### src/rtl/stoch_to_binary.sv
// Stochastic-bitstream to binary converter: counts the ones among a window of
// window_len qualified stream bits and reports the total with a one-cycle done.
module stoch_to_binary #(
  parameter int WIDTH = 9
) (
  input  logic             clk,
  input  logic             rst,
  input  logic             start,
  input  logic [WIDTH-1:0] window_len,
  input  logic             bit_in,
  input  logic             bit_valid,
  output logic             busy,
  output logic             done,
  output logic [WIDTH-1:0] value
);

  localparam logic [1:0] IDLE  = 2'd0;
  localparam logic [1:0] ACCUM = 2'd1;
  localparam logic [1:0] DONE  = 2'd2;

  logic [1:0]       state;
  logic [WIDTH-1:0] len_q;
  logic [WIDTH-1:0] cnt_q;
  logic [WIDTH-1:0] ones_q;
  logic [WIDTH-1:0] value_q;
  logic [WIDTH-1:0] ones_next;
  logic             last_bit;

  // The ones count is bounded by len_q, so this add can never wrap.
  assign ones_next = ones_q + WIDTH'(bit_in);
  assign last_bit  = (cnt_q == len_q - WIDTH'(1));

  assign busy  = (state == ACCUM);
  assign done  = (state == DONE);
  assign value = value_q;

  // NOTE: all state is updated with non-blocking assignments so every register
  // samples the pre-edge values of the others, independent of statement order.
  always_ff @(posedge clk) begin
    if (rst) begin
      state   <= IDLE;
      len_q   <= '0;
      cnt_q   <= '0;
      ones_q  <= '0;
      value_q <= '0;
    end else begin
      case (state)
        IDLE: begin
          if (start) begin
            if (window_len != '0) begin
              len_q  <= window_len;
              cnt_q  <= '0;
              ones_q <= '0;
              state  <= ACCUM;
            end else begin
              value_q <= '0;
              state   <= DONE;
            end
          end
        end
        ACCUM: begin
          if (bit_valid) begin
            cnt_q  <= cnt_q + WIDTH'(1);
            ones_q <= ones_next;
            if (last_bit) begin
              value_q <= ones_next;
              state   <= DONE;
            end
          end
        end
        DONE:    state <= IDLE;
        default: state <= IDLE;
      endcase
    end
  end

endmodule

### config.mk
export PLATFORM = sky130hd
export DESIGN_NAME = stoch_to_binary
export DESIGN_NICKNAME = d
export VERILOG_FILES = /design/src/rtl/stoch_to_binary.sv
export SDC_FILE = /design/constraint.sdc
export NUM_CORES = 1
export LEC_CHECK = 0
export BUFFER_PORTS_ARGS = -buffer_cell sky130_fd_sc_hd__buf_2
export CORE_MARGIN = 2
export CORE_UTILIZATION = 45
export DETAILED_ROUTE_END_ITERATION = 16
export GPL_TIMING_DRIVEN = 0
export MAX_ROUTING_LAYER = met4
export PLACE_DENSITY_LB_ADDON = 0.3
export SYNTH_ARGS = -nofsm -noshare
export SYNTH_HDL_FRONTEND = slang
export SYNTH_SLANG_ARGS = --single-unit
### constraint.sdc
create_clock -name clk -period 4.3 [get_ports clk]
set_input_delay 0.645 -clock clk [delete_from_list [all_inputs] [get_ports clk]]
set_output_delay 0.645 -clock clk [all_outputs]
set_load 0.05 [all_outputs]
==> results of run 1 <==
==> worst reg2reg max path, cell delays in order (launching register included) <==
cell and delay, ns:
dfxtp_1 0.44, inv_1 0.09, ha_1 0.19, clkbuf_1 0.19
xnor2_1 0.18, o211ai_1 0.10, a211oi_1 0.24, and3_1 0.21
clkbuf_1 0.33, a41oi_1 0.20, o21a_1 0.19
==> synth_stat cells, drive strengths merged (2+ instances only) <==
cell type  instances  area [um2]
or2                2        12.5
nand2             20        75.1
nor2              31         116
mux2i              9        90.1
o2111ai           16         140
xnor2             13         114
a211oi             3        27.5
nor4               6        52.6
clkbuf            12        45.0
xor2              10        87.6
nor3b              2        20.0
nor3              17        85.1
inv                8        30.0
dfxtp             38         761
ha                 4        50.1
and3               3        18.8
a21o               2        15.0
or4                3        26.3
nand4             12        75.1
o21ai              3        15.0
nand3             20         100
o211ai             4        30.0
a21oi             15        86.3
buf                5        35.0
==> kinds of logic after synthesis <==
group / count (synthesis)
and+or+nand+nor: 123
xor gates and xnor gates: 23
adders and majority gates: 4
AOI/OAI and AO/OA: 49
buffers and inverters: 26
DFF: 38
muxes: 9
==> per-layer routing <==
metal,up-vias,routed length [um],track usage [%]
met4,0,61,9.29
met2,38,2300,30.9
li1,1064,-,-
met5,-,0,-
met3,4,183,4.07
met1,917,2580,28.3
==> worst paths after layout <==
check | startpoint | end | cells after the start
setup / recovery | state[0] | busy | 4
setup reg to reg | len_q[0] | state[0] | 10
hold / removal | ones_q[0] | ones_q[0] | 2
hold reg to reg | ones_q[0] | ones_q[0] | 2
==> power groups by stage <==
stage / clock, W / sequential (W) / combinational, W
after floorplan: 0 / 0.000376 / 0.000111
after global placement: 0 / 0.000379 / 0.000142
after detailed placement: 0 / 0.000380 / 0.000144
after CTS: 0.000262 / 0.000371 / 0.000144
after global routing: 0.000276 / 0.000373 / 0.000161
final: 0.000253 / 0.000372 / 0.000144
==> layout make-up <==
class | count | area, um2 | share of cell area [%]
buffer | 17 | 80.1 | 3.20
clock buffer | 7 | 86.3 | 3.45
clock inverter | 1 | 5.00 | 0.200
inverter | 9 | 33.8 | 1.35
multi-input combinational | 208 | 1340 | 53.4
sequential | 38 | 761 | 30.4
tap | 67 | 83.8 | 3.35
timing repair buffer | 23 | 115 | 4.60
==> stage by stage <==
stage,power [W],setup slack (ns)
3_5_place_dp,0.000523,1.81
4_1_cts,0.000778,1.79
3_3_place_gp,0.000522,1.81
5_1_grt,0.000811,1.60
6_report,0.000769,1.79
2_1_floorplan,0.000488,2.21
==> state kept, by name, summed over array words and instances (netlist names) <==
register / cells
ones_q: 9
value: 9
cnt_q: 9
len_q: 9
state: 2
==> layout by cell type (no fill, tap or decap), types with 10 or more instances in the layout <==
cell type / n
dfxtp_1: 38
clkbuf_1: 13
nor2_1: 31
xnor2_1: 13
buf_2: 24
nand2_1: 20
xor2_1: 10
nor3_1: 17
nand3_1: 20
nand4_1: 12
o2111ai_1: 16
a21oi_1: 14
==> impl_metrics.py, run 1 <==
metrics = {
    "outcome": {
        "status": "complete, no violations",
    },
    "worst_setup_path": {
        "path_max_fanout": 10,
        "critPathSlowestCell": "dfxtp_1",
        "path_buf_inv": 3,
        "cp.arrival_ns": 1.87,
        "crit_type": "reg -> out",
        "critical-path-max-stage-delay_ns": 0.45,
        "critPathCaptureType": "output pin",
        "rrSetupSlack_ns": 1.83,
        "cp_top_family": "buffers and inverters",
        "required_ns": 3.65,
        "start_kind": "flop",
        "worstPathCellList": "nand2b_1 > clkinv_1 > clkbuf_1 > buf_2",
    },
    "detailed_routing": {
        "firstDrtPassIters": 4,
        "drtAntennaViolNets": 0,
        "vias": 2023,
        "drc": 0,
        "drtIter0Drc": 107,
        "wire_per_inst_um": 13.8,
        "wl_um": 5120,
        "via_per_inst": 5.47,
    },
    "clock_tree": {
        "postCtsHoldBufs": 0,
        "root_buffer": "clkbuf_8",
        "cts-resized-gates": 0,
        "cts_setup_buffers": 0,
        "insertion_delay_ns": 0.30,
        "cts_max_level": 2,
        "cts.sinks": 38,
        "cts_tree": "done",
        "cts_buffers": 5,
        "path_clk_slew_ns": 0.08,
        "cts_buffer_depth": 2,
    },
    "timing": {
        "worstMarginPinSlew_ns": 1.00,
        "hold_slack_ns": 0.461,
        "finalClockSkew_ns": 0.0100,
        "setup_violations": 0,
        "hold_viol": 0,
        "slew-limit-headroom_pct": 32.7,
        "finalCritPeriodShare_pct": 58.4,
        "fmax_ghz": 0.398,
        "rsz0062_at_grt": "false",
        "drv_slew": 0,
        "tns_ns": 0,
        "finalCriticalPeriod_ns": 2.51,
    },
    "power": {
        "ir_worst_vdd_mv": 0.114,
        "p_switching_w": 0.000228,
        "combPwrFrac_pct": 18.8,
        "power.density_nw_per_um2": 307,
        "netSwitchingFraction_pct": 29.7,
        "clockPowerShare_pct": 32.9,
        "p_seq_share_pct": 48.3,
        "p_int_w": 0.000541,
        "p_leak_nw": 0.928,
    },
    "synthesis": {
        "synth_top_family_by_area": "simple AND/OR/NAND/NOR gates",
        "synth_area_um2": 2210,
        "async_reset_ff_share_pct": 0,
        "synth_area_per_cell_um2": 8.13,
        "synthesis.nets": 290,
        "synth_edf_count": 0,
        "synthSimpleGateAreaFrac_pct": 28.5,
        "synthMuxAreaShare_pct": 4.07,
        "synthAdderAreaFrac_pct": 2.26,
        "ys_seq_area_share_pct": 34.4,
        "synth_cells": 272,
        "yosys_warnings": 0,
        "synth_compound_area_share_pct": 16.5,
        "ys_seq_elements": 38,
        "synth_cell_types": 46,
        "synthFlopType": "dfxtp_1",
        "synth_xor_xnor_area_share_pct": 9.11,
    },
    "floorplan": {
        "start_util_pct": 46.8,
        "core_area_um2": 4720,
        "io_pins": 25,
        "dieWidth_um": 74.1,
        "rows": 25,
        "die_area_um2": 5490,
        "die_h_um": 74.1,
    },
    "placement": {
        "place_hpwl_um": 3780,
        "placed_cells": 362,
        "place_area_um2": 2410,
        "place.gp.congestion": 0.844,
        "io_buffers": 23,
    },
    "global_routing": {
        "grt_max_degree": 12,
        "grt_pass1_wl_um": 8670,
        "grt_pass1_vias": 1835,
        "antenna_found_initial": 0,
        "grt_usage_pct": 21.1,
        "grt-ovfl-total": 0,
    },
    "finish": {
        "final_cells": 370,
        "nets": 320,
        "syn2layout_area_growth_pct": 13.1,
        "drive_gt1_share_pct": 13.2,
        "fin_util_pct": 53.0,
        "antenna_cells": 0,
        "stdcell_area_um2": 2500,
        "fillers": 444,
    },
    "run": {
        "maxCapViolCount": 0,
    },
    "worst_hold_path": {
        "hold_path_class": "reg -> reg",
    },
}
(Power assumes the default switching activity.)
==> run 2: changes to the inputs <==
- clock period: 4.3 -> 2.2 ns (I/O delays scaled with it)
==> run 2 against run 1 <==
  * Clock-buffer cell count did not move
  * Critical endpoint is now value[3]
  * Sequential share of layout area fell by 0.49 points
  * Largest cell class unchanged
  * First-iteration DRC count is 21% higher
==> impl_metrics.py, run 2 (synthesized netlist as in run 1, its figures left out) <==
metrics = {
    "power": {
        "combPwrFrac_pct": 19.6,
        "clockPowerShare_pct": 32.6,
        "p_switching_w": 0.000456,
        "p_leak_nw": 0.935,
        "power.density_nw_per_um2": 598,
        "p_seq_share_pct": 47.7,
        "ir_worst_vdd_mv": 0.222,
        "netSwitchingFraction_pct": 29.9,
        "p_int_w": 0.00107,
    },
    "detailed_routing": {
        "drc": 0,
        "wl_um": 5190,
        "firstDrtPassIters": 4,
        "wire_per_inst_um": 14.1,
        "vias": 2014,
        "drtIter0Drc": 130,
        "drtAntennaViolNets": 0,
        "via_per_inst": 5.46,
    },
    "floorplan": {
        "io_pins": 25,
        "die_area_um2": 5490,
        "rows": 25,
        "dieWidth_um": 74.1,
        "core_area_um2": 4720,
        "start_util_pct": 46.8,
        "die_h_um": 74.1,
    },
    "placement": {
        "io_buffers": 23,
        "place_hpwl_um": 3780,
        "place.gp.congestion": 0.844,
    },
    "worst_setup_path": {
        "crit_type": "reg -> reg",
        "path_max_fanout": 9,
        "critPathCaptureType": "flop",
        "start_kind": "flop",
        "required_ns": 2.38,
        "cp.arrival_ns": 2.27,
    },
    "clock_tree": {
        "path_clk_slew_ns": 0.08,
        "root_buffer": "clkbuf_8",
        "cts_buffer_depth": 2,
        "cts_max_level": 2,
        "cts.sinks": 38,
        "cts_buffers": 5,
        "insertion_delay_ns": 0.30,
        "cts_tree": "done",
        "postCtsHoldBufs": 0,
    },
    "timing": {
        "slew-limit-headroom_pct": 33.2,
        "worstMarginPinSlew_ns": 0.993,
        "finalClockSkew_ns": 0.0113,
        "rsz0062_at_grt": "false",
        "hold_slack_ns": 0.285,
        "finalCriticalPeriod_ns": 2.09,
        "tns_ns": 0,
        "setup_violations": 0,
        "hold_viol": 0,
        "fmax_ghz": 0.478,
        "finalCritPeriodShare_pct": 95.2,
        "drv_slew": 0,
    },
    "finish": {
        "syn2layout_area_growth_pct": 15.2,
        "final_common_cell": "dfxtp_1",
        "nets": 319,
        "layout_common_cells": "37 x dfxtp_1, 31 x nor2_1, 24 x buf_2, 20 x nand2_1, 19 x nand3_1",
        "fin_util_pct": 53.9,
        "drive_gt1_share_pct": 17.2,
        "antenna_cells": 0,
    },
    "global_routing": {
        "grt_pass1_wl_um": 8720,
        "grt_usage_pct": 21.3,
        "grt_pass1_vias": 1824,
        "grt-ovfl-total": 0,
        "grt_max_degree": 12,
        "antenna_found_initial": 0,
    },
    "worst_hold_path": {
        "hold_path_class": "in -> reg",
    },
    "run": {
        "maxCapViolCount": 0,
    },
    "outcome": {
        "status": "complete, no violations",
    },
}
==> run 2: changes by cell type in the layout (fill, tap and decap cells not counted), sizes merged <==
| cell | previous run | this run |
|---|---|---|
| clkinvlp | 0 | 1 |
| clkbuf | 19 | 16 |
| clkinv | 2 | 1 |
| buf | 28 | 30 |
==> run 2: per-layer routing <==
| metal | track usage, % | routed length (um) | vias to the layer above |
|---|---|---|---|
| li1 | - | - | 1054 |
| met1 | 28.4 | 2590 | 912 |
| met2 | 31.0 | 2250 | 38 |
| met3 | 4.61 | 196 | 10 |
| met4 | 9.09 | 149 | 0 |
| met5 | - | 0 | - |
==> run 2: power by group through the flow <==
stage               combinational (W)  sequential [W]  clock, W
finish                       0.000299        0.000727  0.000497
global placement             0.000278        0.000742         0
CTS                          0.000287        0.000726  0.000513
floorplan                    0.000217        0.000736         0
detailed placement           0.000281        0.000742         0
global route                 0.000333        0.000730  0.000541
==> run 2: critical path: stages (launching register included) <==
cell	delay, ns
dfxtp_1	0.32
buf_6	0.14
or4_4	0.53
a211oi_2	0.18
nor3_2	0.12
or2_1	0.21
buf_2	0.18
o2111ai_1	0.20
o211ai_1	0.12
==> run 2: timing repair <==
item                       CTS  global route
pin swaps                    1             1
resized for setup            5             6
setup endpoints to repair   11            12
setup buffers                1             1
==> run 2: path summary, 6_finish.rpt <==
kind                 start   endpoint  slack (ns)  cells past startpoint
max               len_q[2]   value[3]        0.11                      8
min          window_len[8]   len_q[8]        0.28                      3
max reg2reg       len_q[2]   value[3]        0.11                      8
min reg2reg      ones_q[0]  ones_q[0]        0.46                      2
==> run 2: layout make-up <==
class	count	area, um2
flip-flops and latches	38	762
multi-input cells	208	1370
fillers	439	2180
well taps	67	83.8
inverters	9	37.5
clock inverters	1	5.00
clock buffers	7	86.3
plain buffers	14	68.8
repair buffers	25	130
==> run 2: stage by stage <==
stage,cells,power [W],setup slack (ns),instance area [um2]
finish,369,0.00152,0.106,2550
global route,369,0.00160,0.0122,2550
CTS,369,0.00153,0.00990,2520
detailed placement,362,0.00102,-0.246,2410
global placement,362,0.00102,-0.227,2410
floorplan,272,0.000953,0.113,2210
